--- config.mk ---
export PLATFORM = sky130hd
export DESIGN_NAME = spi_slave_monitor
export DESIGN_NICKNAME = d
export VERILOG_FILES = /design/src/rtl/spi_mon_pkg.sv /design/src/rtl/spi_mon_rsp_buf.sv /design/src/rtl/spi_slave_monitor.sv
export SDC_FILE = /design/constraint.sdc
export NUM_CORES = 1
export LEC_CHECK = 0
export BUFFER_PORTS_ARGS = -buffer_cell sky130_fd_sc_hd__buf_2
export CORE_UTILIZATION = 62
export DETAILED_ROUTE_END_ITERATION = 16
export PLACE_DENSITY = 0.85
export SYNTH_ARGS = -nofsm -noshare
export SYNTH_HDL_FRONTEND = slang
export SYNTH_SLANG_ARGS = --single-unit
--- constraint.sdc ---
create_clock -name clk_i -period 6.57 [get_ports clk_i]
set_input_delay 0.3285 -clock clk_i [delete_from_list [all_inputs] [get_ports clk_i]]
set_output_delay 0.3285 -clock clk_i [all_outputs]
set_load 0.01 [all_outputs]
--- src/rtl/spi_mon_pkg.sv ---
// +------------------------------------------------------------------+
// | spi_mon_pkg: shared types and constants for the SPI slave monitor |
// | Rev 1.0                                                           |
// +------------------------------------------------------------------+
`default_nettype none

package spi_mon_pkg;

  localparam logic [7:0] CMD_WRITE  = 8'h02;
  localparam logic [7:0] CMD_READ   = 8'h0B;
  localparam int         REC_ADDR_W = 32;
  localparam int         REC_DATA_W = 32;

  typedef enum logic [2:0] {
    IDLE   = 3'd0,
    CMD    = 3'd1,
    ADDR   = 3'd2,
    DUMMY  = 3'd3,
    DATA   = 3'd4,
    IGNORE = 3'd5
  } state_e;

  typedef struct packed {
    logic [7:0]            cmd;
    logic [REC_ADDR_W-1:0] addr;
    logic [REC_DATA_W-1:0] data;
    logic                  is_read;
  } record_t;

  function automatic int max3(input int a, input int b, input int c);
    int m;
    m = (a > b) ? a : b;
    return (m > c) ? m : c;
  endfunction

endpackage

`default_nettype wire

--- src/rtl/spi_mon_rsp_buf.sv ---
// +------------------------------------------------------------------+
// | spi_mon_rsp_buf: single-entry valid/ready record buffer with      |
// | sticky overflow and accepted-record counter. Rev 1.0              |
// +------------------------------------------------------------------+
`default_nettype none

module spi_mon_rsp_buf
  import spi_mon_pkg::*;
(
  input  logic        clk_i,
  input  logic        rst_ni,
  input  logic        push,
  input  record_t     push_rec,
  input  logic        rsp_ready,
  output logic        rsp_valid,
  output record_t     rsp_rec,
  output logic        overflow,
  output logic [15:0] txn_count
);

  logic        r_valid;
  record_t     r_rec;
  logic        r_overflow;
  logic [15:0] r_txn_count;
  logic        w_pop;
  logic        w_load;

  // A pop frees the slot in the same cycle, so a simultaneous push is kept.
  assign w_pop  = r_valid & rsp_ready;
  assign w_load = push & (~r_valid | w_pop);

  always_ff @(posedge clk_i or negedge rst_ni) begin
    if (!rst_ni) begin
      r_valid     <= 1'b0;
      r_rec       <= '0;
      r_overflow  <= 1'b0;
      r_txn_count <= 16'd0;
    end else begin
      if (w_load) begin
        r_valid     <= 1'b1;
        r_rec       <= push_rec;
        r_txn_count <= r_txn_count + 16'd1;
      end else if (w_pop) begin
        r_valid <= 1'b0;
      end
      if (push && !w_load) begin
        r_overflow <= 1'b1;
      end
    end
  end

  assign rsp_valid = r_valid;
  assign rsp_rec   = r_rec;
  assign overflow  = r_overflow;
  assign txn_count = r_txn_count;

endmodule

`default_nettype wire

--- src/rtl/spi_slave_monitor.sv ---
// +------------------------------------------------------------------+
// | spi_slave_monitor: passive SPI decoder turning write/read-memory  |
// | transactions into records on a valid/ready port. Rev 1.0          |
// +------------------------------------------------------------------+
`default_nettype none

module spi_slave_monitor #(
  parameter logic [7:0] CMD_WRITE    = spi_mon_pkg::CMD_WRITE,
  parameter logic [7:0] CMD_READ     = spi_mon_pkg::CMD_READ,
  parameter int         ADDR_W       = 32,
  parameter int         DATA_W       = 32,
  parameter int         DUMMY_CYCLES = 34
) (
  input  logic              clk_i,
  input  logic              rst_ni,
  input  logic              spi_sclk,
  input  logic              spi_cs,
  input  logic              spi_mosi,
  input  logic              spi_miso,
  output logic              rsp_valid,
  input  logic              rsp_ready,
  output logic [7:0]        rsp_cmd,
  output logic [ADDR_W-1:0] rsp_addr,
  output logic [DATA_W-1:0] rsp_data,
  output logic              rsp_is_read,
  output logic              err_cmd,
  output logic              err_abort,
  output logic              overflow,
  output logic [15:0]       txn_count
);

  import spi_mon_pkg::*;

  localparam int SHIFT_W = max3(ADDR_W, DATA_W, 8);
  localparam int CNT_W   = $clog2(max3(ADDR_W, DATA_W, DUMMY_CYCLES) + 1);

  localparam logic [CNT_W-1:0] C_CNT_ONE   = CNT_W'(1);
  localparam logic [CNT_W-1:0] C_CNT_CMD   = CNT_W'(8);
  localparam logic [CNT_W-1:0] C_CNT_ADDR  = CNT_W'(ADDR_W);
  localparam logic [CNT_W-1:0] C_CNT_DUMMY = CNT_W'(DUMMY_CYCLES);
  localparam logic [CNT_W-1:0] C_CNT_DATA  = CNT_W'(DATA_W);

  state_e             r_state, w_state_nxt;
  logic [CNT_W-1:0]   r_cnt, w_cnt_nxt;
  logic [SHIFT_W-2:0] r_shift;
  logic [SHIFT_W-1:0] w_shift_nxt;
  logic [7:0]         r_cmd;
  logic [ADDR_W-1:0]  r_addr;
  logic               r_is_read;
  logic               r_sclk_q, r_cs_q;
  logic               r_err_cmd, r_err_abort;
  logic               w_sample, w_cs_fall, w_bit, w_last, w_opcode_ok;
  logic [7:0]         w_opcode;
  logic               w_err_cmd, w_err_abort, w_commit;
  record_t            w_rec, w_buf_rec;

  assign w_sample    = ~spi_cs & ~r_sclk_q & spi_sclk;
  assign w_cs_fall   = r_cs_q & ~spi_cs;
  assign w_bit       = (r_state == DATA && r_is_read) ? spi_miso : spi_mosi;
  assign w_shift_nxt = {r_shift, w_bit};
  assign w_opcode    = w_shift_nxt[7:0];
  assign w_opcode_ok = (w_opcode == CMD_WRITE) || (w_opcode == CMD_READ);
  assign w_last      = (r_cnt == C_CNT_ONE);

  always_ff @(posedge clk_i or negedge rst_ni) begin
    if (!rst_ni) begin
      r_state     <= IDLE;
      r_cnt       <= '0;
      r_shift     <= '0;
      r_cmd       <= 8'd0;
      r_addr      <= '0;
      r_is_read   <= 1'b0;
      r_sclk_q    <= 1'b0;
      r_cs_q      <= 1'b0;
      r_err_cmd   <= 1'b0;
      r_err_abort <= 1'b0;
    end else begin
      r_state     <= w_state_nxt;
      r_cnt       <= w_cnt_nxt;
      r_sclk_q    <= spi_sclk;
      r_cs_q      <= spi_cs;
      r_err_cmd   <= w_err_cmd;
      r_err_abort <= w_err_abort;
      if (w_state_nxt == IDLE) begin
        r_shift   <= '0;
        r_cmd     <= 8'd0;
        r_addr    <= '0;
        r_is_read <= 1'b0;
      end else if (w_sample) begin
        r_shift <= w_shift_nxt[SHIFT_W-2:0];
        if (w_last && r_state == CMD) begin
          r_cmd     <= w_opcode;
          r_is_read <= (w_opcode == CMD_READ);
        end
        if (w_last && r_state == ADDR) begin
          r_addr <= w_shift_nxt[ADDR_W-1:0];
        end
      end
    end
  end

  always_comb begin
    w_state_nxt = r_state;
    w_cnt_nxt   = r_cnt;
    case (r_state)
      IDLE: begin
        if (w_cs_fall) begin
          w_state_nxt = CMD;
          w_cnt_nxt   = C_CNT_CMD;
        end
      end
      IGNORE: begin
        if (spi_cs) w_state_nxt = IDLE;
      end
      default: begin
        if (spi_cs) begin
          w_state_nxt = IDLE;
        end else if (w_sample) begin
          w_cnt_nxt = r_cnt - C_CNT_ONE;
          if (w_last) begin
            case (r_state)
              CMD: begin
                w_state_nxt = w_opcode_ok ? ADDR : IGNORE;
                w_cnt_nxt   = w_opcode_ok ? C_CNT_ADDR : '0;
              end
              ADDR: begin
                w_state_nxt = r_is_read ? DUMMY : DATA;
                w_cnt_nxt   = r_is_read ? C_CNT_DUMMY : C_CNT_DATA;
              end
              DUMMY: begin
                w_state_nxt = DATA;
                w_cnt_nxt   = C_CNT_DATA;
              end
              // CS stays low between back-to-back transactions.
              DATA: begin
                w_state_nxt = CMD;
                w_cnt_nxt   = C_CNT_CMD;
              end
              default: ;
            endcase
          end
        end
      end
    endcase
  end

  always_comb begin
    w_err_cmd   = 1'b0;
    w_err_abort = 1'b0;
    w_commit    = 1'b0;
    case (r_state)
      CMD: begin
        if (spi_cs) w_err_abort = (r_cnt != C_CNT_CMD);
        else        w_err_cmd   = w_sample & w_last & ~w_opcode_ok;
      end
      ADDR, DUMMY: w_err_abort = spi_cs;
      DATA: begin
        w_err_abort = spi_cs;
        w_commit    = w_sample & w_last;
      end
      default: ;
    endcase
  end

  always_comb begin
    w_rec         = '0;
    w_rec.cmd     = r_cmd;
    w_rec.addr    = REC_ADDR_W'(r_addr);
    w_rec.data    = REC_DATA_W'(w_shift_nxt[DATA_W-1:0]);
    w_rec.is_read = r_is_read;
  end

  spi_mon_rsp_buf u_rsp_buf (
    .clk_i     (clk_i),
    .rst_ni    (rst_ni),
    .push      (w_commit),
    .push_rec  (w_rec),
    .rsp_ready (rsp_ready),
    .rsp_valid (rsp_valid),
    .rsp_rec   (w_buf_rec),
    .overflow  (overflow),
    .txn_count (txn_count)
  );

  assign rsp_cmd     = w_buf_rec.cmd;
  assign rsp_addr    = w_buf_rec.addr[ADDR_W-1:0];
  assign rsp_data    = w_buf_rec.data[DATA_W-1:0];
  assign rsp_is_read = w_buf_rec.is_read;
  assign err_cmd     = r_err_cmd;
  assign err_abort   = r_err_abort;

endmodule

`default_nettype wire

# --- Word level (Yosys, flattened, before mapping) ---
# Cells that the tools add are included.
op_classes:
  add_sub_neg: 2
  n_eq_ne: 11
  mux: 36
  n_bitwise: 13
  n_reduce_logical: 17
ops:
  columns: ["operator", "n"]
  rows:
  - ["$mux 32", 3]
  - ["$mux 31", 2]
  - ["$mux 6", 5]
  - ["$mux 8", 3]
  - ["$pmux 6 s4", 1]
  - ["$mux 3", 7]
  - ["$add 16x1->16 const B", 1]
  - ["$pmux 3 s4", 1]
  - ["$pmux 6 s2", 1]
  - ["$mux 1", 10]
  - ["$reduce_bool 2->1", 5]
  - ["$eq 8x2->1 const B", 1]
  - ["$eq 8x4->1 const B", 1]
  - ["$and 1x1->1", 7]
  - ["$eq 3x2->1 const B", 2]
  - ["$eq 3x3->1 const B", 2]
  - ["$eq 6x1->1 const B", 1]
  - ["$logic_not 3->1", 2]
  - ["$ne 6x4->1 const B", 1]
  - ["$pmux 3 s2", 1]
  - ["$sub 6x1->6 const B", 1]
  - ["$not 1->1", 5]
  - ["$logic_and 1x1->1", 4]
  - ["$reduce_and 2->1", 2]
  - ["other kinds (10)", 10]
totals:
  regBits: 176
  inputBits: 7
  word_cells: 96

# --- Depth between registers and ports, before layout ---
# Gate-level depths: netlist (run 1).
logic_depth:
  ltp_word: 14
  mapped_depth: 9

# --- Modules after synthesis ---
# Synthesis (run 1) repeated with hierarchy kept, for this count alone.
unflattened:
  hier_cells: 798
  area_unflattened_um2: 7464.7
by_module_without_submodules:
  columns: ["module", "instances", "cells_per_inst", "area_each_um2", "seq_area_each_um2"]
  rows:
  - ["spi_slave_monitor", 1, 421, 3927.5, 2127.0]
  - ["spi_mon_rsp_buf", 1, 377, 3537.1, 2277.2]

# --- Worst setup path after synthesis (run 1) ---
# OpenSTA, ideal clock, no wires.
synth_timing:
  path_kind: "register to register"
  start: "register r_state[0]"
  end: "register r_shift[21]"
  arrival_ns: 2.023
  t_required_ns: 6.428
  path_slack_ns: 4.405
  path_stages_with_launch: 8
  path_buffers: 2
  cell_sequence: "dfrtp_1 -> buf_4 -> and4bb_4 -> mux2i_4 -> mux2i_1 -> o21ai_1 -> clkbuf_1 -> a31oi_1"
synth_via:
  elab_chain_len: 13
synth_lines:
  columns: ["element", "line", "source"]
  rows:
  - ["start, declared", "spi_slave_monitor.sv:43", "state_e r_state, w_state_nxt;"]
  - ["start signal, assigned", "spi_slave_monitor.sv:78", "r_state <= w_state_nxt;"]
  - ["$eq 3x3->1", "spi_slave_monitor.sv:59, spi_slave_monitor.sv:121", null]
  - ["$logic_and 1x1->1", "spi_slave_monitor.sv:59", "assign w_bit = (r_state == DATA && r_is_read) ? spi_miso : spi_mosi;"]
  - ["$mux 1", "spi_slave_monitor.sv:59", null]
  - ["$eq 8x2->1 or $eq 8x4->1 (tied branches)", "spi_slave_monitor.sv:62", "assign w_opcode_ok = (w_opcode == CMD_WRITE) || (w_opcode == CMD_READ);"]
  - ["$logic_or 1x1->1", "spi_slave_monitor.sv:62", null]
  - ["$mux 3", "spi_slave_monitor.sv:123", "w_state_nxt = w_opcode_ok ? ADDR : IGNORE;"]
  - ["$pmux 3 s4", "spi_slave_monitor.sv:121", "case (r_state)"]
  - ["$mux 3", "spi_slave_monitor.sv:120", "if (w_last) begin"]
  - ["$mux 3", "spi_slave_monitor.sv:118", "end else if (w_sample) begin"]
  - ["$mux 3", "spi_slave_monitor.sv:116", "if (spi_cs) begin"]
  - ["$pmux 3 s2 (*)", "spi_slave_monitor.sv:105", "case (r_state)"]
  - ["$logic_not 3->1 (*)", "spi_slave_monitor.sv:84", "if (w_state_nxt == IDLE) begin"]
  - ["$mux 31 or $reduce_bool 2->1 (tied branches)", null, null]
  - ["end signal, assigned", "spi_slave_monitor.sv:90", "r_shift <= w_shift_nxt[SHIFT_W-2:0];"]
  - ["end, declared", "spi_slave_monitor.sv:45", "logic [SHIFT_W-2:0] r_shift;"]
# Every way passes the cells marked *; elsewhere a longest branch is shown, timed or not.
# A chain may end at the register's enable or synchronous reset.

# --- Worst setup path in the final report (run 1) ---
layout_timing:
  start: "register r_state[2]"
  end: "register r_shift[27]"
# The elaborated chain is that of the path after synthesis.

==> results of run 1 <==
## cells in the mapped netlist, drive strengths merged (3+ instances only)
master / count
o21ai: 7
o21bai: 3
xor2: 6
nor2: 14
inv: 9
o21a: 3
nand2b: 3
nor3: 3
ha: 4
nor2b: 4
and3: 5
nand2: 17
mux2: 73
nand4: 11
nor3b: 6
buf: 24
dfrtp: 176
xnor2: 11
a21oi: 13
clkbuf: 23
a31oi: 73
mux2i: 72
## per-stage QoR
| stage | setup slack (ns) | cells |
|---|---|---|
| global route | 2.868 | 829 |
| detailed placement | 3.155 | 797 |
| global placement | 3.264 | 797 |
| floorplan | 4.405 | 590 |
| CTS | 3.129 | 829 |
| finish | 3.064 | 829 |
## power groups by stage
stage               logic, mW  registers (mW)  clock network [mW]
floorplan              0.0587            1.12                   0
global placement       0.0916            1.12                   0
detailed placement     0.0950            1.12                   0
CTS                    0.0952            1.10                1.06
global route            0.106            1.10                1.10
finish                 0.0951            1.10                1.05
## flip-flops by register name (all words and copies together) (netlist names), 3 cells and up
| signal | flops |
|---|---|
| u_rsp_buf.txn_count | 16 |
| r_shift | 31 |
| u_rsp_buf.rsp_rec | 73 |
| r_cmd | 8 |
| r_state | 3 |
| r_addr | 32 |
| r_cnt | 6 |
## area by class of cell
type / count / area share [%]
Tap cell: 147 / 2.094
Sequential cell: 176 / 50.14
Timing Repair Buffer: 107 / 6.395
Clock inverter: 14 / 2.037
Multi-Input combinational cell: 358 / 33.96
Clock buffer: 18 / 4.999
Inverter: 9 / 0.3846
## metal layers
metal / GRT usage (%) / vias to the layer above
met5: 0 / -
met4: 8.860 / 0
met3: 5.838 / 24
met2: 43.44 / 190
met1: 36.73 / 2656
li1: - / 2326
## worst paths after layout
path | end | slack, ns | depth (start not counted) | startpoint
max | r_shift[27] | 3.06 | 6 | r_state[2]
min | r_sclk_q | 0.02 | 1 | spi_sclk
max reg2reg | r_shift[27] | 3.06 | 6 | r_state[2]
min reg2reg | u_rsp_buf.txn_count[15] | 0.47 | 1 | u_rsp_buf.txn_count[15]
max in group asynchronous | r_addr[2] | 5.19 | 2 | rst_ni
min in group asynchronous | r_cnt[0] | 0.08 | 1 | rst_ni
## worst max-delay path, delay by kind of cell (launching register included)
family	cells	cell delay, ns
flops	1	0.75
mux	2	0.50
compound gates	2	1.17
simple gates	1	0.35
buf+inv	1	0.56
## cells by family after synthesis
| family | synth area share, % |
|---|---|
| mux | 20.39 |
| fa+ha+maj | 0.6547 |
| compound gates | 9.771 |
| xor+xnor | 1.948 |
| simple gates | 5.810 |
| flops | 57.61 |
| buf+inv | 3.813 |
==> flow_summary.json, run 1 <==
{
  "cp-end-kind": "register",
  "wl_um": 15970,
  "finalSetupViolations": 0,
  "antenna_found_initial": 0,
  "layout_common_cells": "dfrtp_1, buf_2, a31oi_1",
  "grt_pass1_vias": 5173,
  "max_freq_mhz": 285.2,
  "worstSetupPathType": "register to register",
  "hp-class": "primary input to register",
  "hold_violations": 0,
  "p_leak_nw": 4.575,
  "final_area_um2": 8785,
  "drive_gt1_share_pct": 30.79,
  "rsz0062_at_grt": "false",
  "hold_slack_ns": 0.02055,
  "die_w_um": 113.0,
  "cap_violations": 0,
  "p_int_mw": 1.734,
  "post_cts_resized": 0,
  "place_area_um2": 8167,
  "synth_cells": 590,
  "fin_total_pwr_mw": 2.246,
  "path_max_fanout": 43,
  "ys_warn_count": 0,
  "grt_max_degree": 124,
  "skew_ns": 0.01046,
  "finalSetupTns_ns": 0,
  "cts_setup_buffers": 0,
  "power.density_nw_per_um2": 255.7,
  "hpwl_um": 9903,
  "cts.root.buffer_cell": "clkbuf_16",
  "h-tree-depth": 4,
  "synth.net_count": 601,
  "clockPowerShare_pct": 46.8,
  "cp.arrival_ns": 3.79,
  "multi_input_area_um2": 2983,
  "track_usage_pct": 26.92,
  "ios": 100,
  "ys_types": 56,
  "die_area_um2": 12780,
  "seqPwrFrac_pct": 49.0,
  "utilization_pct": 73.14,
  "wl_per_cell_um": 19.26,
  "io_buffers": 99,
  "met1_length_um": 6836,
  "grt_pass1_wl_um": 26850,
  "worst_pin_slew_ns": 1.231,
  "ys_seq_area_share_pct": 57.61,
  "period_needed_ns": 3.506,
  "final_nets": 680,
  "core-area_um2": 12010,
  "final_common_cell": "dfrtp_1",
  "power_switching_mw": 0.5119,
  "cp-start-kind": "register",
  "place_congestion": 0.8517,
  "top_layer": "met4",
  "vias": 5196,
  "wl_met3_um": 836,
  "p_sw_share_pct": 22.79,
  "num_antenna_cells": 0,
  "pwr-share-comb_pct": 4.2,
  "clk_pin_slew_worst_paths_ns": 0.06,
  "synth_seq_cells": 176,
  "vdd_ir_drop_max_v": 0.0001915,
  "grt_overflow": 0,
  "drc": 0,
  "start_util_pct": 63.65,
  "clk_latency_ns": 0.44,
  "fin_crit_sh_pct": 53.36,
  "synth_edf_count": 0,
  "ys_async_sr_fraction_pct": 100.0,
  "yosysTopAreaCell": "dfrtp_1",
  "antenna_left": 0,
  "seqCellArea_um2": 4404,
  "outcome": "complete, no violations",
  "final_max_slew_viol_count": 0,
  "synth_area_leaders": "dfrtp_1, mux2i_1, mux2_2, a31oi_1, mux2_1",
  "die_h_um": 113.0,
  "rows": 40,
  "clock_sinks": 176,
  "slowest_stage": "o311ai_4",
  "crit_chain": "and4bb_4 > mux2i_4 > mux2i_2 > o311ai_4 > buf_4 > a31oi_1",
  "clockBufferDepth": 2,
  "routed_via_density": 6.268,
  "cts_tree": "yes",
  "syn2layout_area_growth_pct": 14.91,
  "syn_area_um2": 7645,
  "cpPeakStageDelay_ns": 1.01,
  "syn_area_per_cell_um2": 12.96,
  "synth_ff_type": "dfrtp_1",
  "cts_buffers": 17,
  "wl_met2_um": 8041,
  "fill_cells": 782,
  "relSlewSlack_pct": 17.76,
  "drt_iter0_drc": 398,
  "postCtsHoldBufs": 0,
  "drt_first_pass_iters": 5,
  "required_ns": 6.86,
  "synth_top_area_share_pct": 57.61
}
Power figures use the tool's default switching activity.
==> run 2: changes to the inputs <==
--- a/config.mk
+++ b/config.mk
@@ -6,9 +6,9 @@
 export NUM_CORES = 1
 export LEC_CHECK = 0
 export BUFFER_PORTS_ARGS = -buffer_cell sky130_fd_sc_hd__buf_2
-export CORE_UTILIZATION = 62
+export CORE_UTILIZATION = 52
 export DETAILED_ROUTE_END_ITERATION = 16
-export PLACE_DENSITY = 0.85
+export PLACE_DENSITY = 0.76
 export SYNTH_ARGS = -nofsm -noshare
 export SYNTH_HDL_FRONTEND = slang
 export SYNTH_SLANG_ARGS = --single-unit
==> constraint.sdc (replaced) <==
create_clock -name clk_i -period 2.9 [get_ports clk_i]
set_input_delay 0.145 -clock clk_i [delete_from_list [all_inputs] [get_ports clk_i]]
set_output_delay 0.145 -clock clk_i [all_outputs]
set_load 0.01 [all_outputs]
==> run 2 against run 1 <==
- combinational power increased by 140%
- routed wire length is 0.86% lower
- cell count is 5.9% higher
- sequential share of layout area is 1.2 points lower
- clock power up 120%
- register-to-register slack lost 2.8 ns
- total power increased by 130%
- sequential cell count unchanged
- sequential power increased by 130%
- worst hold slack gained 0.037 ns
- critical endpoint is now r_addr[17]
- highest routed layer unchanged
- worst setup slack got worse by 2.8 ns
==> flow_summary.json, run 2 (synthesized netlist as in run 1, its figures left out) <==
{
  "path_max_fanout": 73,
  "fin_crit_sh_pct": 91.23,
  "grt_pass1_vias": 5108,
  "p_leak_nw": 4.675,
  "layout_common_cells": "dfrtp_1, buf_2, a31oi_1",
  "period_needed_ns": 2.646,
  "worstSetupPathType": "register to register",
  "pwr-share-comb_pct": 4.5,
  "cp-start-kind": "register",
  "required_ns": 3.16,
  "routed_via_density": 5.918,
  "wl_um": 15830,
  "stdcell_count": 878,
  "die_w_um": 123.3,
  "start_util_pct": 54.23,
  "cts_tree": "yes",
  "grt_max_degree": 74,
  "clock_sinks": 176,
  "drt_first_pass_iters": 5,
  "finalSetupTns_ns": 0,
  "slowest_stage": "buf_4",
  "rsz0062_at_grt": "false",
  "p_int_mw": 3.969,
  "worst_pin_slew_ns": 0.7345,
  "ios": 100,
  "worst-path-buf-inv": 1,
  "final_nets": 696,
  "drt_iter0_drc": 309,
  "power.density_nw_per_um2": 562.0,
  "drc": 0,
  "cts_buffers": 17,
  "rows": 43,
  "max_freq_mhz": 378.0,
  "h-tree-depth": 4,
  "p_sw_share_pct": 21.47,
  "cts_setup_buffers": 0,
  "wl_per_cell_um": 18.03,
  "grt_pass1_wl_um": 26230,
  "hold_violations": 0,
  "core-area_um2": 14100,
  "fill_cells": 1080,
  "track_usage_pct": 22.62,
  "syn2layout_area_growth_pct": 17.63,
  "vdd_ir_drop_max_v": 0.0004025,
  "die_area_um2": 15190,
  "power_switching_mw": 1.085,
  "num_antenna_cells": 0,
  "final_max_slew_viol_count": 0,
  "largest_reg_flops": 73,
  "cp-end-kind": "register",
  "top_layer": "met4",
  "antenna_left": 0,
  "place_congestion": 0.8292,
  "hpwl_um": 10070,
  "outcome": "complete, no violations",
  "clk_latency_ns": 0.43,
  "met1_length_um": 7119,
  "vias": 5196,
  "grt_overflow": 0,
  "antenna_found_initial": 0,
  "finalSetupViolations": 0,
  "clockPowerShare_pct": 46.2,
  "die_h_um": 123.3,
  "relSlewSlack_pct": 51.03,
  "crit_chain": "nor4b_1 > and3_1 > mux2i_2 > o211ai_4 > buf_4 > a31oi_1",
  "clk_pin_slew_worst_paths_ns": 0.06,
  "cp_top_family": "simple AND/OR/NAND/NOR gates",
  "clockBufferDepth": 2,
  "io_buffers": 99,
  "skew_ns": 0.006808,
  "final_common_cell": "dfrtp_1",
  "cpPeakStageDelay_ns": 0.61,
  "cp.arrival_ns": 2.91,
  "placedCellCount": 843,
  "cts.root.buffer_cell": "clkbuf_16",
  "seqPwrFrac_pct": 49.3,
  "wl_met3_um": 825,
  "drive_gt1_share_pct": 31.52,
  "wl_met2_um": 7664,
  "hp-class": "primary input to register",
  "cap_violations": 0
}
## run 2: what timing repair did
item | in CTS | in global routing
hold buffers | 3 | 0
hold endpoints to repair | 63 | 0
gates resized for setup | 0 | 0
setup endpoints to repair | 0 | 0
## run 2: power by group through the flow
| stage | Clock [mW] | Combinational [mW] | Sequential (mW) |
|---|---|---|---|
| finish | 2.33 | 0.229 | 2.49 |
| global route | 2.48 | 0.256 | 2.49 |
| CTS | 2.38 | 0.231 | 2.49 |
| detailed placement | 0 | 0.227 | 2.54 |
| global placement | 0 | 0.217 | 2.53 |
| floorplan | 0 | 0.133 | 2.53 |
## run 2: area by class of cell
cell class | count | area [µm²] | share of cell area [%]
sequential | 176 | 4404 | 48.98
multi-input combinational | 358 | 2983 | 33.17
timing repair buffer | 123 | 739.5 | 8.223
clock buffer | 23 | 478.0 | 5.315
tap | 180 | 225.2 | 2.505
clock inverter | 9 | 128.9 | 1.433
inverter | 9 | 33.78 | 0.3757
## run 2: through the flow
stage | setup slack [ns] | total power [mW] | util (%) | hold slack (ns) | area [µm²]
after floorplan | 0.7348 | 2.664 | - | -0.1506 | 7645
after global placement | 0.4068 | 2.751 | 59.28 | 0.1649 | 8356
after detailed placement | 0.2963 | 2.763 | 59.28 | 0.1750 | 8356
after CTS | 0.2854 | 5.098 | 63.79 | 0.04045 | 8992
after global routing | 0.06217 | 5.227 | 63.79 | 0.05932 | 8992
final | 0.2542 | 5.054 | 63.79 | 0.05716 | 8992
## run 2: worst register-to-register path, stage by stage, from the launching register on
cell and delay, ns:
dfrtp_1 0.47, nor4b_1 0.57, and3_1 0.28, mux2i_2 0.15
o211ai_4 0.19, buf_4 0.61, a31oi_1 0.22
## run 2: final timing paths
check | from | to | slack, ns | cells past startpoint
worst max-delay path | r_shift[1] | r_addr[17] | 0.25 | 6
worst min-delay path | rsp_ready | u_rsp_buf.rsp_valid | 0.06 | 3
worst max register to register | r_shift[1] | r_addr[17] | 0.25 | 6
worst min register to register | u_rsp_buf.txn_count[15] | u_rsp_buf.txn_count[15] | 0.47 | 1
max in group asynchronous | rst_ni | r_addr[30] | 1.80 | 3
min in group asynchronous | rst_ni | u_rsp_buf.txn_count[8] | 0.27 | 2
## run 2: layer usage
layer | GRT usage [%] | up-vias
met5 | 0 | -
met4 | 7.831 | 0
met3 | 5.258 | 20
met2 | 35.41 | 162
met1 | 30.99 | 2651
li1 | - | 2363
==> run 3: changes to the inputs <==
--- a/config.mk
+++ b/config.mk
@@ -9,6 +9,7 @@
 export CORE_UTILIZATION = 52
 export DETAILED_ROUTE_END_ITERATION = 16
 export PLACE_DENSITY = 0.76
+export SETUP_SLACK_MARGIN = 0.3
 export SYNTH_ARGS = -nofsm -noshare
 export SYNTH_HDL_FRONTEND = slang
 export SYNTH_SLANG_ARGS = --single-unit
==> constraint.sdc (replaced) <==
create_clock -name clk_i -period 2.4 [get_ports clk_i]
set_input_delay 0.12 -clock clk_i [delete_from_list [all_inputs] [get_ports clk_i]]
set_output_delay 0.12 -clock clk_i [all_outputs]
set_load 0.01 [all_outputs]
==> run 3 against run 2 <==
- total power increased by 17%
- first-iteration DRC count increased by 50%
- worst setup slack got worse by 0.14 ns
- highest routed layer unchanged
==> flow_summary.json, run 3 (synthesized netlist as in run 1, its figures left out) <==
{
  "outcome": "complete, no violations",
  "drt_iter0_drc": 464,
  "max_freq_mhz": 437.6,
  "place_congestion": 0.8220,
  "finalSetupViolations": 0,
  "hpwl_um": 10370,
  "worst_pin_slew_ns": 0.7336,
  "cap_violations": 0,
  "cp-start-kind": "register",
  "wl_per_cell_um": 21.50,
  "largest_reg_flops": 73,
  "reg2reg_from": "r_state[1]",
  "finalSetupTns_ns": 0,
  "cts_tree": "yes",
  "rows": 43,
  "p_int_mw": 4.592,
  "pwr-share-comb_pct": 7.3,
  "rrSetupSlack_ns": 0.12,
  "final_common_cell": "dfrtp_1",
  "ios": 100,
  "final_nets": 734,
  "final_max_slew_viol_count": 0,
  "num_antenna_cells": 0,
  "hold_slack_ns": 0.04419,
  "fin_crit_sh_pct": 95.21,
  "path_max_fanout": 9,
  "io_buffers": 99,
  "drc": 0,
  "power.density_nw_per_um2": 605.1,
  "hold_violations": 0,
  "core-area_um2": 14100,
  "seqPwrFrac_pct": 50.9,
  "period_needed_ns": 2.285,
  "skew_ns": 0.009780,
  "required_ns": 2.73,
  "clockPowerShare_pct": 41.8,
  "cts.root.buffer_cell": "clkbuf_16",
  "rsz0062_at_grt": "true",
  "die_area_um2": 15190,
  "die_w_um": 123.3,
  "clockBufferDepth": 2,
  "grt_pass1_vias": 5463,
  "hp-class": "primary input to register",
  "cp.arrival_ns": 2.61,
  "clock_sinks": 176,
  "track_usage_pct": 24.87,
  "power_switching_mw": 1.318,
  "clk_pin_slew_worst_paths_ns": 0.06,
  "p_sw_share_pct": 22.30,
  "worstSetupPathType": "register to register",
  "grt_max_degree": 79,
  "vdd_ir_drop_max_v": 0.0004446,
  "rr_worst_depth": 8,
  "grt_overflow": 0,
  "routed_via_density": 6.158,
  "cts_buffers": 17,
  "antenna_left": 0,
  "antenna_found_initial": 0,
  "layout_common_cells": "dfrtp_1, buf_2, mux2i_1",
  "drt_first_pass_iters": 6,
  "cp-end-kind": "register",
  "p_leak_nw": 4.943,
  "start_util_pct": 54.23,
  "drive_gt1_share_pct": 39.12,
  "wl_um": 19580,
  "syn2layout_area_growth_pct": 27.76,
  "reg2reg_to": "r_shift[1]",
  "critPathLaunch": "r_state[1]",
  "h-tree-depth": 4,
  "relSlewSlack_pct": 51.10,
  "vias": 5610,
  "grt_pass1_wl_um": 28580,
  "die_h_um": 123.3,
  "clk_latency_ns": 0.43,
  "endpoint": "r_shift[1]"
}
==> run 3: timing repair <==
action                                 in CTS  in global routing
gates cloned                                5                  7
setup endpoints to repair                 157                149
endpoints found under the hold margin      75                  0
hold buffers                                3                  0
buffers inserted                           15                  4
pin swaps                                   6                  7
resized for setup                          22                 37
==> run 3: area by class of cell <==
class                      instances  area [µm²]
fill                             911        4329
clock inverter                     2       35.03
tap                              180       225.2
inverter                           9       33.78
multi-input combinational        358        3306
timing repair buffer             161        1292
sequential                       176        4409
clock buffer                      25       465.4
==> run 3: metrics by stage <==
step	total power [mW]	worst slack (ns)	cell area, µm²	cells	utilization, %
5_1_grt	6.091	0.03465	9767	911	69.29
4_1_cts	5.855	0.2391	9336	900	66.23
2_1_floorplan	3.221	0.2745	7661	590	-
3_5_place_dp	3.357	0.03240	8454	850	59.98
6_report	5.910	0.1151	9767	911	69.29
3_3_place_gp	3.345	0.1609	8454	850	59.98
==> run 3: worst max-delay path, cell delays in order, from the launching register on <==
cell and delay, ns:
dfrtp_1 0.39, and4bb_4 0.36, mux2i_4 0.33, mux2i_4 0.33, buf_6 0.14, o211ai_4 0.09
buf_12 0.18, clkbuf_16 0.17, a31oi_1 0.21
==> run 3: power by group through the flow <==
stage	Sequential [mW]	Combinational (mW)	Clock, mW
6_report	3.01	0.431	2.47
5_1_grt	3.01	0.465	2.62
4_1_cts	3.01	0.361	2.49
3_3_place_gp	3.06	0.286	0
3_5_place_dp	3.06	0.297	0
2_1_floorplan	3.06	0.162	0
==> run 3: worst min path at each step <==
| stage | from | end | slack [ns] | depth (start not counted) |
|---|---|---|---|---|
| 2_1_floorplan | rst_ni | err_abort | -0.18 | 0 |
| 3_3_place_gp | rst_ni | u_rsp_buf.txn_count[11] | 0.19 | 1 |
| 3_5_place_dp | rst_ni | u_rsp_buf.txn_count[12] | 0.21 | 1 |
| 4_1_cts | spi_cs | err_abort | 0.03 | 2 |
| 5_1_grt | spi_cs | err_abort | 0.04 | 2 |
| 6_report | rsp_ready | u_rsp_buf.overflow | 0.04 | 3 |
==> run 3: metal layers <==
layer | up-vias | GRT usage [%] | share of wire, %
met1 | 2848 | 32.87 | 43
met4 | 0 | 12.05 | 2.6
met5 | - | 0 | 0
li1 | 2445 | - | -
met2 | 262 | 38.90 | 48
met3 | 55 | 5.489 | 6.3
